**src/rtl/enigma_pkg.sv**
```systemverilog
//------------------------------------------------------------------------------
// enigma_pkg : shared tables and mod-26 helpers for the three-rotor Enigma core
// Rev 1.0
//------------------------------------------------------------------------------
`default_nettype none

package enigma_pkg;

  localparam int ALPHA      = 26;
  localparam int NUM_ROTORS = 5;

  typedef logic [ALPHA*8-1:0] wstr_t;  // wiring as an ASCII string, first letter in the MSBs
  typedef logic [ALPHA*5-1:0] tbl_t;   // 26 packed 5-bit entries, entry k at [5k +: 5]

  localparam wstr_t ROTOR_WIRING [NUM_ROTORS] = '{
    "EKMFLGDQVZNTOWYHXUSPAIBRCJ",
    "AJDKSIRUXBLHWTMCQGZNPYFVOE",
    "BDFHJLCPRTXVZNYEIWGAKMUSQO",
    "ESOVPZJAYQUIRHXLNFTGKDCMWB",
    "VZBRGITYUPSDNHLXAWMJQOFECK"
  };

  localparam wstr_t REFLECTOR_B = "YRUHQSLDPXNGOKMIEBFZCWVJAT";

  localparam logic [4:0] NOTCH [NUM_ROTORS] = '{5'd16, 5'd4, 5'd21, 5'd9, 5'd25};

  function automatic logic [4:0] char_idx(wstr_t s, logic [4:0] k);
    logic [7:0] ch;
    ch = s[8*(ALPHA-1-int'(k)) +: 8];
    return 5'(ch - 8'd65);
  endfunction

  // Forward or inverse wiring of one rotor type, evaluated at elaboration time.
  function automatic tbl_t build_table(int unsigned rot, bit inv);
    tbl_t       t;
    logic [4:0] w;
    t = '0;
    for (int k = 0; k < ALPHA; k++) begin
      w = char_idx(ROTOR_WIRING[rot], 5'(k));
      if (inv) t[5*int'(w) +: 5] = 5'(k);
      else     t[5*k +: 5]       = w;
    end
    return t;
  endfunction

  function automatic logic [4:0] tbl_get(tbl_t t, logic [4:0] k);
    return t[5*int'(k) +: 5];
  endfunction

  function automatic logic [4:0] add26(logic [4:0] a, logic [4:0] b);
    logic [5:0] s;
    s = {1'b0, a} + {1'b0, b};
    if (s >= 6'd26) s = s - 6'd26;
    return s[4:0];
  endfunction

  function automatic logic [4:0] sub26(logic [4:0] a, logic [4:0] b);
    logic [5:0] s;
    s = {1'b0, a} - {1'b0, b};
    if (a < b) s = s + 6'd26;
    return s[4:0];
  endfunction

  function automatic logic [4:0] inc26(logic [4:0] a);
    return add26(a, 5'd1);
  endfunction

  function automatic logic [4:0] reflect_b(logic [4:0] k);
    return char_idx(REFLECTOR_B, k);
  endfunction

endpackage

`default_nettype wire

```
**src/rtl/enigma_rotor_map.sv**
```systemverilog
//------------------------------------------------------------------------------
// enigma_rotor_map : combinational pass through one rotor slot (fwd or inverse)
// Rev 1.0
//------------------------------------------------------------------------------
`default_nettype none

module enigma_rotor_map
  import enigma_pkg::*;
#(
  parameter int unsigned ROT = 0,
  parameter bit          INV = 1'b0
) (
  input  logic [4:0] i_idx,
  input  logic [4:0] i_pos,
  output logic [4:0] o_idx
);

  localparam tbl_t c_tbl = build_table(ROT, INV);

  logic [4:0] w_entry;

  assign w_entry = tbl_get(c_tbl, add26(i_idx, i_pos));
  assign o_idx   = sub26(w_entry, i_pos);

endmodule

`default_nettype wire

```
**src/rtl/enigma_core.sv**
```systemverilog
//------------------------------------------------------------------------------
// enigma_core : three-rotor Enigma engine, reflector B, two-stage pipeline
// Rev 1.0
//------------------------------------------------------------------------------
`default_nettype none

module enigma_core
  import enigma_pkg::*;
#(
  parameter int unsigned ROT_L = 0,
  parameter int unsigned ROT_M = 1,
  parameter int unsigned ROT_R = 2
) (
  input  logic              clk_i,
  input  logic              rst_i,
  input  logic signed [5:0] sym_i,
  input  logic              cfg_load_i,
  input  logic [14:0]       cfg_pos_i,
  output logic signed [5:0] sym_o,
  output logic              sym_vld_o,
  output logic [14:0]       rot_pos_o
);

  localparam logic [4:0] c_notch_m = NOTCH[ROT_M];
  localparam logic [4:0] c_notch_r = NOTCH[ROT_R];

  logic [4:0] r_pos_l, r_pos_m, r_pos_r;
  logic       r_s1_vld;
  logic [4:0] r_s1_idx;
  logic       r_out_vld;
  logic [5:0] r_out_sym;

  logic       w_accept;
  logic       w_m_notch, w_r_notch;
  logic [4:0] w_nxt_l, w_nxt_m, w_nxt_r;
  logic [4:0] w_in_idx, w_f_r, w_f_m, w_f_l, w_refl;
  logic [4:0] w_i_l, w_i_m, w_i_r;

  function automatic logic [4:0] clip_pos(logic [4:0] f);
    return (f >= 5'd26) ? 5'd0 : f;
  endfunction

  assign w_accept = !cfg_load_i && (sym_i > 6'sd0) && (sym_i <= 6'sd26);
  assign w_in_idx = sym_i[4:0] - 5'd1;

  // Middle-rotor notch also steps the middle rotor itself: the historical double-step.
  assign w_m_notch = (r_pos_m == c_notch_m);
  assign w_r_notch = (r_pos_r == c_notch_r);
  assign w_nxt_r   = inc26(r_pos_r);
  assign w_nxt_m   = (w_r_notch || w_m_notch) ? inc26(r_pos_m) : r_pos_m;
  assign w_nxt_l   = w_m_notch ? inc26(r_pos_l) : r_pos_l;

  enigma_rotor_map #(.ROT(ROT_R), .INV(1'b0)) u_fwd_r (.i_idx(w_in_idx), .i_pos(w_nxt_r), .o_idx(w_f_r));
  enigma_rotor_map #(.ROT(ROT_M), .INV(1'b0)) u_fwd_m (.i_idx(w_f_r),    .i_pos(w_nxt_m), .o_idx(w_f_m));
  enigma_rotor_map #(.ROT(ROT_L), .INV(1'b0)) u_fwd_l (.i_idx(w_f_m),    .i_pos(w_nxt_l), .o_idx(w_f_l));

  assign w_refl = reflect_b(w_f_l);

  // Stage 2 runs against the position registers, which already hold this letter's stepped values.
  enigma_rotor_map #(.ROT(ROT_L), .INV(1'b1)) u_inv_l (.i_idx(r_s1_idx), .i_pos(r_pos_l), .o_idx(w_i_l));
  enigma_rotor_map #(.ROT(ROT_M), .INV(1'b1)) u_inv_m (.i_idx(w_i_l),    .i_pos(r_pos_m), .o_idx(w_i_m));
  enigma_rotor_map #(.ROT(ROT_R), .INV(1'b1)) u_inv_r (.i_idx(w_i_m),    .i_pos(r_pos_r), .o_idx(w_i_r));

  always_ff @(posedge clk_i or negedge rst_i) begin
    if (!rst_i) begin
      r_pos_l   <= 5'd0;
      r_pos_m   <= 5'd0;
      r_pos_r   <= 5'd0;
      r_s1_vld  <= 1'b0;
      r_s1_idx  <= 5'd0;
      r_out_vld <= 1'b0;
      r_out_sym <= 6'd0;
    end else begin
      r_out_vld <= r_s1_vld;
      r_out_sym <= r_s1_vld ? ({1'b0, w_i_r} + 6'd1) : 6'd0;
      r_s1_vld  <= w_accept;
      r_s1_idx  <= w_refl;
      if (cfg_load_i) begin
        r_pos_l <= clip_pos(cfg_pos_i[14:10]);
        r_pos_m <= clip_pos(cfg_pos_i[9:5]);
        r_pos_r <= clip_pos(cfg_pos_i[4:0]);
      end else if (w_accept) begin
        r_pos_l <= w_nxt_l;
        r_pos_m <= w_nxt_m;
        r_pos_r <= w_nxt_r;
      end
    end
  end

  assign sym_o     = $signed(r_out_sym);
  assign sym_vld_o = r_out_vld;
  assign rot_pos_o = {r_pos_l, r_pos_m, r_pos_r};

endmodule

`default_nettype wire

```
**config.mk**
```make
export PLATFORM = sky130hd
export DESIGN_NAME = enigma_core
export DESIGN_NICKNAME = d
export VERILOG_FILES = /design/src/rtl/enigma_pkg.sv /design/src/rtl/enigma_rotor_map.sv /design/src/rtl/enigma_core.sv
export SDC_FILE = /design/constraint.sdc
export NUM_CORES = 1
export LEC_CHECK = 0
export BUFFER_PORTS_ARGS = -buffer_cell sky130_fd_sc_hd__buf_4
export CORE_UTILIZATION = 55
export DETAILED_ROUTE_END_ITERATION = 8
export PLACE_DENSITY = 0.73
export SLEW_MARGIN = 20
export SYNTH_ARGS = -nofsm -noshare
export SYNTH_HDL_FRONTEND = slang
export SYNTH_HIERARCHICAL = 1
export SYNTH_SLANG_ARGS = --single-unit
```
**constraint.sdc**
```tcl
create_clock -name clk_i -period 20.5 [get_ports clk_i]
set_input_delay 3.075 -clock clk_i [delete_from_list [all_inputs] [get_ports clk_i]]
set_output_delay 3.075 -clock clk_i [all_outputs]
set_load 0.01 [all_outputs]
```
==> key figures <==
Worst setup path
  • Critical Path Fanout Max: 16
  • Startpoint class of the critical path: input pin
  • R2R setup slack: 3280 ps
  • Slowest cell on crit path: or4_4
  • WP data required: 20,700 ps
  • Critical Path AT: 18,210 ps
  • R2R depth: 63
  • Beginning of the worst register-to-register path: r_pos_r[1]
  • Worst setup path class: input pin to flop
  • Most used cell, CP: ha_1
  • Reg-to-Reg End: r_s1_idx[4]
  • CP Capture Type: flop
  • Slowest stage delay, CP: 550 ps

Detailed routing
  • Post-DRT Antenna Nets: 0
  • DR vias/cell: 6.16
  • Drt total wl: 20.5 mm
  • WL/cell: 15.2 um
  • DRC Markers: 0
  • Vias: 8,275
  • 1st-iter DRT viols: 558
  • Drt pass-1 iters: 5

Min path
  • Hold Path Class: flop to flop
  • Hold path depth: 0
  • Hold path endpoint: sym_vld_o
  • Hold Crit Start: r_s1_vld

Logic synthesis
  • Post-synth top cells: ha_1 (119), inv_1 (112), a21oi_1 (68), nor2_1 (67), nand2_1 (63)
  • Post-synth top area share: 16.9%
  • Synth area leader: ha_1
  • Post-Syn Instances: 1,114
  • Syn Area/Cell: 7.92 um^2
  • Syn Nets: 1,269
  • Most common cell in the netlist: ha_1
  • Synth cell types: 120
  • EDFF count, synth: 0
  • Sequential element share of the synthesized area: 7.94%
  • Synthesis-stage register bit count: 28
  • Synth top area cells: ha_1 (17%), dfrtp_1 (7.9%), inv_1 (4.8%)
  • YS warnings: 6
  • Post-synth ARST share: 100%
  • Post-synth top flop: dfrtp_1
  • Synthesized area: 0.00883 mm^2

Placed design
  • GPL Wtd Cong: 0.887
  • HPWL Detailed: 16.2 mm
  • Port Buffers: 45

Global route
  • Met2 global-route usage: 41.3%
  • First-pass GRT wire length: 34.8 mm
  • M3 GR Usage: 1.29%
  • Met1 Use GR: 35.6%
  • Total congestion overflow: 0
  • All-layer global routing usage: 25.0%
  • Number of global-route vias before repair: 7,451
  • Initial antenna violation count: 0
  • Largest net degree at the start of global routing: 29
  • Busiest grt layer: met2

Die
  • Die span in y: 129 um
  • Die Span X: 129 um
  • FP Rows: 45
  • Initial Util: 57.2%
  • Ports: 46
  • Die area: 0.0166 mm^2
  • Core Area: 0.0154 mm^2

STA
  • Slew @ Worst Pin: 972 ps
  • Slew margin rel.: 34.5%
  • Clock skew: 2.35 ps
  • Maximum clock rate: 0.0555 GHz
  • Max-slew violation count: 0
  • Final worst path period share: 87.8%
  • Final Hold Fails: 0
  • Post-layout min period: 18,010 ps
  • RSZ-0062 raised after global routing: no
  • Fin Setup TNS: 0 ps
  • Final setup fails: 0

Run status
  • Status: complete, no violations

Final layout
  • Inserted Diodes: 0
  • Share of layout cells above drive strength 1: 12.6%
  • Finished Core Util: 60.7%
  • Final #Nets: 1,288
  • Area grow syn2layout: 6.07%

Clock tree
  • H-Tree Depth: 1
  • Clock Sinks: 28
  • Clock Root Buffer: clkbuf_16
  • Clk buf depth: 2
  • CTS Buf Count: 3
  • Hold_buf cts: 0
  • Postcts setup bufs: 0
  • Clk slew on worst S/H paths: 70 ps
  • Worst-Skew Late Latency: 270 ps
  • CTS tree: built
  • PostCTS Resize Cnt: 0

Job
  • MaxCap Viol Count: 0
-- how the worst max path moves through the flow --
stage | cells past startpoint | slack, ps | start | end
floorplan | 63 | 3770 | sym_i[0] | r_s1_idx[4]
global placement | 63 | 2750 | sym_i[0] | r_s1_idx[4]
detailed placement | 61 | 2350 | sym_i[0] | r_s1_idx[4]
CTS | 61 | 2650 | sym_i[0] | r_s1_idx[4]
global route | 61 | 1310 | sym_i[0] | r_s1_idx[4]
finish | 61 | 2490 | sym_i[0] | r_s1_idx[4]
-- logic make-up after synthesis --
family | Yosys count | share of synthesized area, %
mux | 50 | 6.46
buf+inv | 151 | 7.26
xor+xnor | 82 | 9.03
compound gates | 369 | 31.2
flops | 28 | 7.94
simple gates | 303 | 18.6
fa+ha+maj | 131 | 19.6
-- per-layer routing --
metal | up-vias | wire length (um) | share of wire (%)
li1 | 4156 | - | -
met1 | 3930 | 9990 | 49
met2 | 170 | 9480 | 46
met3 | 19 | 720 | 3.5
met4 | 0 | 272 | 1.3
met5 | - | 0 | 0
-- cell type report --
type | count | area, um^2
Tap cell | 211 | 264
Clock inverter | 1 | 30.0
Clock buffer | 3 | 75.1
Sequential cell | 28 | 701
Inverter | 115 | 432
Multi-Input combinational cell | 935 | 7480
Timing Repair Buffer | 50 | 375
Fill cell | 1452 | 6070
-- state kept, by name (all words and copies together), names as in the netlist --
register	cells
r_pos_r	5
sym_vld_o	1
r_s1_vld	1
sym_o	6
r_pos_l	5
r_pos_m	5
r_s1_idx	5
-- worst max-delay path: cells and delay by family --
family | cells | cell delay, ps
adder cells (fa/ha/maj) | 16 | 5500
AO/OA/AOI/OAI | 20 | 3880
AND/OR/NAND/NOR | 9 | 2210
XOR/XNOR | 7 | 1980
buffers and inverters | 7 | 970
multiplexers | 2 | 630
-- cells in the final DEF, fill, tap and decap left out, types with 12 or more instances in the layout --
cell        n
o22ai_1    15
a211oi_1   25
xnor2_1    48
nor3_1     20
fa_1       12
ha_1      119
nand3_1    35
o21ai_0    58
or2_2      13
a21o_1     30
nor2_1     67
mux2_2     15
inv_1     112
and3_1     12
a21oi_1    68
xor2_1     25
mux2i_1    29
nand2_1    63
dfrtp_1    28
buf_4      50
-- per-stage QoR --
stage	std cells	setup slack, ps	area (um^2)	hold slack [ps]
floorplan	1114	3770	8830	416
global placement	1339	2750	9260	470
detailed placement	1339	2350	9260	470
CTS	1343	2650	9360	486
global route	1343	1310	9360	535
finish	1343	2490	9360	483
Power is left out: the tool's default activity adds up to more than one toggle a clock period on the data nets, which glitch-free logic cannot reach.
